## config.mk

```make
export PLATFORM = sky130hd
export DESIGN_NAME = muldiv_sequencer_flat
export DESIGN_NICKNAME = d
export VERILOG_FILES = /design/src/rtl/muldiv_sequencer_if.sv /design/src/rtl/muldiv_sequencer.sv /design/src/flat_wrapper.sv
export SDC_FILE = /design/constraint.sdc
export NUM_CORES = 1
export LEC_CHECK = 0
export CAP_MARGIN = 10
export CORE_UTILIZATION = 35
export CTS_CLUSTER_SIZE = 10
export DETAILED_ROUTE_END_ITERATION = 16
export PLACE_DENSITY = 0.56
export SKIP_CTS_REPAIR_TIMING = 1
export SLEW_MARGIN = 30
export SYNTH_ARGS = -nofsm -noshare
export SYNTH_HDL_FRONTEND = slang
export SYNTH_SLANG_ARGS = --single-unit
```

## constraint.sdc

```tcl
create_clock -name clk -period 16 [get_ports clk]
set_clock_uncertainty 0.05 [all_clocks]
set_input_delay 4.8 -clock clk [delete_from_list [all_inputs] [get_ports clk]]
set_output_delay 4.8 -clock clk [all_outputs]
set_load 0.05 [all_outputs]
```

## src/rtl/muldiv_sequencer_if.sv

```systemverilog
// Multiply/divide request/result bundle between the control unit
// and the muldiv sequencer.
interface muldiv_sequencer_if #(
   parameter int WIDTH = 32
);
   logic             start;
   logic             op;
   logic [WIDTH-1:0] a_in;
   logic [WIDTH-1:0] b_in;
   logic             busy;
   logic             done;
   logic             hi_lo_write;
   logic             div_zero;
   logic [WIDTH-1:0] hi_out;
   logic [WIDTH-1:0] lo_out;

   modport master (
      output start, op, a_in, b_in,
      input  busy, done, hi_lo_write, div_zero, hi_out, lo_out
   );

   modport slave (
      input  start, op, a_in, b_in,
      output busy, done, hi_lo_write, div_zero, hi_out, lo_out
   );
endinterface

```

## src/rtl/muldiv_sequencer.sv

```systemverilog
// Iterative signed MULT (radix-2 Booth) / DIV (restoring) unit
// with its own sequencing FSM feeding HI/LO.
module muldiv_sequencer #(
   parameter int WIDTH = 32
) (
   input logic              clk,
   input logic              reset,
   muldiv_sequencer_if.slave bus
);
   localparam int CW = $clog2(WIDTH);

   typedef enum logic [2:0] {
      S_IDLE,
      S_MULT,
      S_DIV,
      S_FINISH,
      S_DZERO
   } state_t;

   state_t           state_q;
   logic [CW-1:0]    cnt_q;
   // acc_q carries a guard bit so that subtracting the most negative
   // multiplicand cannot overflow; in DIV it holds the partial remainder.
   logic [WIDTH:0]   m_q;
   logic [WIDTH:0]   acc_q;
   logic [WIDTH-1:0] qr_q;
   logic             qm1_q;
   logic             rneg_q;
   logic             qneg_q;
   logic             busy_q;
   logic             done_q;
   logic             hlw_q;
   logic             dz_q;
   logic [WIDTH-1:0] hi_q;
   logic [WIDTH-1:0] lo_q;

   logic [WIDTH:0]   bsum_d;
   logic [WIDTH:0]   bacc_d;
   logic [WIDTH-1:0] bqr_d;
   logic             bqm1_d;
   logic [WIDTH:0]   trial_d;
   logic [WIDTH:0]   diff_d;
   logic [WIDTH-1:0] drem_d;
   logic [WIDTH-1:0] dquo_d;
   logic [WIDTH-1:0] qfix_d;
   logic [WIDTH-1:0] rfix_d;
   logic [WIDTH-1:0] a_mag_d;
   logic [WIDTH-1:0] b_mag_d;
   logic             last_d;

   // Datapath for one Booth step, one restoring step and the sign fix.
   always_comb begin
      bsum_d = acc_q;
      case ({qr_q[0], qm1_q})
         2'b01:   bsum_d = acc_q + m_q;
         2'b10:   bsum_d = acc_q - m_q;
         default: bsum_d = acc_q;
      endcase
      {bacc_d, bqr_d, bqm1_d} = {bsum_d[WIDTH], bsum_d, qr_q};

      trial_d = {acc_q[WIDTH-1:0], qr_q[WIDTH-1]};
      diff_d  = trial_d - m_q;
      if (diff_d[WIDTH]) begin
         drem_d = trial_d[WIDTH-1:0];
         dquo_d = {qr_q[WIDTH-2:0], 1'b0};
      end else begin
         drem_d = diff_d[WIDTH-1:0];
         dquo_d = {qr_q[WIDTH-2:0], 1'b1};
      end
      qfix_d = qneg_q ? -dquo_d : dquo_d;
      rfix_d = rneg_q ? -drem_d : drem_d;

      a_mag_d = bus.a_in[WIDTH-1] ? -bus.a_in : bus.a_in;
      b_mag_d = bus.b_in[WIDTH-1] ? -bus.b_in : bus.b_in;
      last_d  = (cnt_q == CW'(WIDTH - 1));
   end

   // Sequencing FSM with registered pulses and result registers.
   always_ff @(posedge clk) begin
      if (reset) begin
         state_q <= S_IDLE;
         cnt_q   <= '0;
         m_q     <= '0;
         acc_q   <= '0;
         qr_q    <= '0;
         qm1_q   <= 1'b0;
         rneg_q  <= 1'b0;
         qneg_q  <= 1'b0;
         busy_q  <= 1'b0;
         done_q  <= 1'b0;
         hlw_q   <= 1'b0;
         dz_q    <= 1'b0;
         hi_q    <= '0;
         lo_q    <= '0;
      end else begin
         done_q <= 1'b0;
         hlw_q  <= 1'b0;
         dz_q   <= 1'b0;
         unique case (state_q)
            S_IDLE: begin
               if (bus.start) begin
                  busy_q <= 1'b1;
                  cnt_q  <= '0;
                  acc_q  <= '0;
                  qm1_q  <= 1'b0;
                  if (!bus.op) begin
                     state_q <= S_MULT;
                     m_q     <= {bus.a_in[WIDTH-1], bus.a_in};
                     qr_q    <= bus.b_in;
                  end else if (bus.b_in == '0) begin
                     state_q <= S_DZERO;
                     done_q  <= 1'b1;
                     dz_q    <= 1'b1;
                  end else begin
                     state_q <= S_DIV;
                     m_q     <= {1'b0, b_mag_d};
                     qr_q    <= a_mag_d;
                     rneg_q  <= bus.a_in[WIDTH-1];
                     qneg_q  <= bus.a_in[WIDTH-1] ^ bus.b_in[WIDTH-1];
                  end
               end
            end
            S_MULT: begin
               acc_q <= bacc_d;
               qr_q  <= bqr_d;
               qm1_q <= bqm1_d;
               cnt_q <= cnt_q + 1'b1;
               if (last_d) begin
                  state_q <= S_FINISH;
                  hi_q    <= bacc_d[WIDTH-1:0];
                  lo_q    <= bqr_d;
                  done_q  <= 1'b1;
                  hlw_q   <= 1'b1;
               end
            end
            S_DIV: begin
               acc_q <= {1'b0, drem_d};
               qr_q  <= dquo_d;
               cnt_q <= cnt_q + 1'b1;
               if (last_d) begin
                  state_q <= S_FINISH;
                  hi_q    <= rfix_d;
                  lo_q    <= qfix_d;
                  done_q  <= 1'b1;
                  hlw_q   <= 1'b1;
               end
            end
            S_FINISH, S_DZERO: begin
               state_q <= S_IDLE;
               busy_q  <= 1'b0;
               cnt_q   <= '0;
            end
            default: begin
               state_q <= S_IDLE;
               busy_q  <= 1'b0;
            end
         endcase
      end
   end

   assign bus.busy        = busy_q;
   assign bus.done        = done_q;
   assign bus.hi_lo_write = hlw_q;
   assign bus.div_zero    = dz_q;
   assign bus.hi_out      = hi_q;
   assign bus.lo_out      = lo_q;
endmodule

```

## src/flat_wrapper.sv

```systemverilog
// flat-port wrapper written by rule: the top's interface ports become plain ports
module muldiv_sequencer_flat 
#(
   parameter int WIDTH = 32
)
  (clk, reset, bus_start, bus_op, bus_a_in, bus_b_in, bus_busy, bus_done, bus_hi_lo_write, bus_div_zero, bus_hi_out, bus_lo_out);
  muldiv_sequencer_if #(.WIDTH(WIDTH)) bus_i ();
  input logic clk;
  input logic reset;
  input wire logic [$bits(bus_i.start)-1:0] bus_start;
  input wire logic [$bits(bus_i.op)-1:0] bus_op;
  input wire logic [$bits(bus_i.a_in)-1:0] bus_a_in;
  input wire logic [$bits(bus_i.b_in)-1:0] bus_b_in;
  output wire logic [$bits(bus_i.busy)-1:0] bus_busy;
  output wire logic [$bits(bus_i.done)-1:0] bus_done;
  output wire logic [$bits(bus_i.hi_lo_write)-1:0] bus_hi_lo_write;
  output wire logic [$bits(bus_i.div_zero)-1:0] bus_div_zero;
  output wire logic [$bits(bus_i.hi_out)-1:0] bus_hi_out;
  output wire logic [$bits(bus_i.lo_out)-1:0] bus_lo_out;
  assign bus_i.start = bus_start;
  assign bus_i.op = bus_op;
  assign bus_i.a_in = bus_a_in;
  assign bus_i.b_in = bus_b_in;
  assign bus_busy = bus_i.busy;
  assign bus_done = bus_i.done;
  assign bus_hi_lo_write = bus_i.hi_lo_write;
  assign bus_div_zero = bus_i.div_zero;
  assign bus_hi_out = bus_i.hi_out;
  assign bus_lo_out = bus_i.lo_out;
  muldiv_sequencer #(.WIDTH(WIDTH)) u_core (.clk(clk), .reset(reset), .bus(bus_i));
endmodule
```

# Word level (Yosys, flattened, before mapping)
# Cells that the tools add are included.
[totals]
out_inout_bits = 68
reg_bits = 177
input_bits = 68
wordCells = 95
[classes]
reduce_logical = 19
add_sub_neg = 8
bitwise = 4
mux = 37
eq_ne = 13
[ops]
columns = ["operator", "count"]
rows = [
  ["2-to-1 mux 32 bit", 12],
  ["negator 32 bit", 4],
  ["one-hot mux 32 bit (2 select lines)", 2],
  ["2-to-1 mux 33 bit", 3],
  ["one-hot mux 33 bit (3 select lines)", 1],
  ["one-hot mux 32 bit (3 select lines)", 1],
  ["one-hot mux 33 bit (2 select lines)", 1],
  ["subtractor 33 bit", 2],
  ["adder 33 bit", 1],
  ["logical NOT 32 bit", 1],
  ["one-hot mux 5 bit (3 select lines)", 1],
  ["2-to-1 mux 3 bit", 4],
  ["AND reduction 2 bit", 5],
  ["AND reduction 3 bit", 3],
  ["OR reduction 2 bit", 4],
  ["2-to-1 mux 1 bit", 7],
  ["== test 3 x 2 -> 1 bit (second input constant)", 2],
  ["!= test 2 x 1 -> 1 bit (second input constant)", 3],
  ["one-hot mux 1 bit (2 select lines)", 3],
  ["one-hot mux 3 bit (2 select lines)", 1],
  ["nonzero test 3 bit", 2],
  ["adder 5 x 1 -> 5 bit (second input constant)", 1],
  ["== test 5 bit (second input constant)", 1],
  ["2-to-1 mux 5 bit", 1],
  ["11 further kinds", 15],
]

# Depth between registers and ports, before layout
[depth]
ltp_word = 6
mapped_depth = 23
mapped_depth_nobuf = 20

# Worst setup path before layout
# Ideal clock, no wire load.
[synth_timing]
path_type = "input-to-reg"
from = "input port bus_b_in[15]"
to = "register u_core.qr_q[8]"
t_required_ns = 15.804
arrival_ns = 7.950
cell_stages = 13
setup_slack_ns = 7.854
path_buffers = 2
setup_time_ns = 0.146
cell_sequence = "or3_4 -> or4_1 -> or4b_1 -> or2_1 -> or4_4 -> or4_4 -> nor3_2 -> nand2b_1 -> a21boi_1 -> buf_6 -> buf_2 -> nor2_1 -> a211oi_2"
[synth_via]
elab_chain_len = 3
[synth_lines]
columns = ["element", "line_no", "text"]
rows = [
  ["start, declared", "flat_wrapper.sv:13", "input wire logic [$bits(bus_i.b_in)-1:0] bus_b_in;"],
  ["logical NOT 32 bit", "muldiv_sequencer.sv:110", "end else if (bus.b_in == '0) begin"],
  ["!= test 3 bit (no line)", "-", ""],
  ["AND reduction 3 bit (no line)", "-", ""],
  ["end signal, assigned", "muldiv_sequencer.sv:109", "qr_q <= bus.b_in;"],
  ["end signal, assigned", "muldiv_sequencer.sv:117", "qr_q <= a_mag_d;"],
  ["end signal, assigned", "muldiv_sequencer.sv:125", "qr_q <= bqr_d;"],
  ["end, declared", "muldiv_sequencer.sv:26", "logic [WIDTH-1:0] qr_q;"],
]
# No other way between the ends.
# A chain may end at the register's enable or synchronous reset.

# Worst setup path in the final report
[layout_timing]
from = "input port bus_b_in[15]"
to = "register u_core.qr_q[10]"
# The elaborated chain is that of the path after synthesis.

==> out/results.tsv <==
metric	value	unit
fmax	113	MHz
worst setup path start	bus_b_in[15]	
sequential-to-total area share from yosys stat	21.7	%
RSZ-0062 raised after global routing	false	
YS warnings	0	
Root Driver	clkbuf_16	
antenna cell count	0	
ANT nets after route	0	
Syn Inst Count	2222	
Placeable Area	45700	um^2
worst-margin pin slew	1000	ps
largest cells by area after synthesis	dfxtp_1 22%, nor2_1 7.2%, xor2_1 5.9%	
Top FF cell, synth	dfxtp_1	
clk slew on worst S/H paths	70	ps
synth unique cells	87	
Leakage	0.00678	uW
Top Ports	136	
CP Capture Type	register	
number of buffers created by CTS	17	
First-pass DRT Iterations	6	
DP HPWL	49.5	mm
DRT iter0 DRCs	1313	
Worst VDD drop	0.0771	mV
final core utilization	40.7	%
#FFs+latches synth	177	
setup TNS after final layout	0	ps
min cycle time layout	8840	ps
Die W	218	um
H-tree depth	4	
global placement routability congestion	0.945	
nets	2382	
share of post-route cells with drive strength above 1	6.26	%
Clock Tree Buf Depth	2	
gr ovfl total	0	
Buffers on Ports	135	
Critical Path AT	9110	ps
Routed WL	63.9	mm
Initial Util	35.7	%
fin worst setup slack	7160	ps
initial antenna violation count	2	
worst reg2reg setup slack	9600	ps
max_slew headroom	32.4	%
post-synthesis area per instance	7.33	um^2
Filler Cells Inserted	4803	
Critical Path Fanout Max	42	
final hold viol count	0	
status	finished clean	
Power Density	117	nW/um^2
commonest cells in the netlist	313 x nor2_1, 190 x nand2_1, 177 x dfxtp_1	
Reg2Reg Depth	21	
Worst Setup EP	u_core.qr_q[10]	
# DRC	0	
final hold slack	406	ps
via count	17200	
Clock Sink Count	177	
Mapped Area	16300	um^2
Yosys top cell by area	dfxtp_1	
Net Count, Synth	2364	
Vias/cell	6.03	
worst slack, placed	6720	ps
CTS tree	built	
P&R area growth vs syn	14.1	%
# setup viols final	0	
EDFF count, synth	0	
asr flop ratio synth	0	%
Hold/Removal Path Class	register to register	
multi-input logic area	11800	um^2
Total GRT Usage	26.7	%
Clk Latency, worst-skew pair	470	ps
worst setup path class	primary input to register	
total chip power	2180	uW
period utilization	55.3	%
Reg2Reg Capture Point	u_core.bus.lo_out[28]	
vias in the first global route	16000	
full die area	47400	um^2
reg2reg start	u_core.qr_q[31]	
count leader, synth	nor2_1	
Placement Rows	78	
die height	218	um
largest net degree at the start of global routing	106	
max cap viols	0	
register area	3540	um^2
first-pass GRT wire length	97.1	mm
Worst setup SP type	primary input	
Synth top area share	21.7	%
WL/cell	22.4	um
Slew Limit Fails	0	
Data required, critical path	16270	ps
routing by layer:
layer | vias up | wire, um | global-route usage, %
met5 | - | 26 | 0
met4 | 4 | 2450 | 10.7
met3 | 102 | 3240 | 3.79
met2 | 558 | 30300 | 44.9
met1 | 8282 | 27900 | 34.1
li1 | 8248 | - | -
where the power goes:
| part | switching, uW | internal, uW | total (uW) |
|---|---|---|---|
| registers | 65.6 | 467 | 532 |
| clock network | 198 | 269 | 468 |
| logic | 761 | 417 | 1180 |
state kept, by name, indices dropped and copies added (netlist names):
signal	count
u_core.cnt_q	5
u_core.state_q	3
u_core.bus.done	1
u_core.qneg_q	1
u_core.bus.busy	1
u_core.qm1_q	1
u_core.bus.div_zero	1
u_core.acc_q	33
u_core.bus.hi_out	32
u_core.bus.hi_lo_write	1
u_core.m_q	33
u_core.rneg_q	1
u_core.bus.lo_out	32
u_core.qr_q	32
kinds of logic after synthesis:
logic type	Yosys count	share of synthesized area (%)
adders and majority gates	74	5.77
muxes	42	2.65
and+or+nand+nor	771	22.0
DFF	177	21.7
buffers and inverters	235	5.90
AOI/OAI and AO/OA	741	32.1
xor gates and xnor gates	182	9.78
placed cells by master, fill, tap and decap left out, drive strengths merged, types with 28 or more instances in the layout:
cell,n
dfxtp,177
clkdlybuf4s50,133
o21ai,108
nor4,28
a211oi,135
ha,72
o31ai,43
xnor2,73
nand2,191
buf,28
nor3,50
a31oi,33
mux2i,33
nor2,313
a221oi,57
a21oi,171
inv,77
xor2,109
worst min-delay path by stage:
stage	startpoint	endpoint	slack, ps	depth (start not counted)
2_1_floorplan	u_core.cnt_q[3]	u_core.cnt_q[3]	380	1
3_3_place_gp	u_core.bus.hi_out[19]	u_core.bus.hi_out[19]	390	2
3_5_place_dp	u_core.bus.lo_out[1]	u_core.bus.lo_out[1]	400	2
4_1_cts	u_core.bus.hi_out[25]	u_core.bus.hi_out[25]	410	2
5_1_grt	u_core.bus.hi_out[25]	u_core.bus.hi_out[25]	440	2
6_report	u_core.bus.hi_out[19]	u_core.bus.hi_out[19]	410	2
per-stage QoR:
stage,instance area [um^2],instances
2_1_floorplan,16300,2222
3_3_place_gp,17900,2821
3_5_place_dp,17900,2821
4_1_cts,18600,2853
5_1_grt,18600,2853
6_report,18600,2853
layout make-up:
| cell class | instances | share of cell area [%] |
|---|---|---|
| Inverter | 73 | 1.47 |
| Tap cell | 600 | 4.04 |
| Sequential cell | 177 | 19.1 |
| Clock buffer | 19 | 2.38 |
| Clock inverter | 13 | 1.07 |
| Timing Repair Buffer | 161 | 8.31 |
| Multi-Input combinational cell | 1810 | 63.7 |
worst max-delay path, cell delays in order:
cell,delay [ps]
clkdlybuf4s50_1,460
or3_4,420
or4_1,450
or4b_1,490
or2_1,250
or4_4,440
or4_4,460
nor3_2,300
nand2b_1,210
a21boi_4,200
buf_4,360
nor2_1,190
a211oi_2,60
Note: power is estimated with default switching activity, not from simulation.
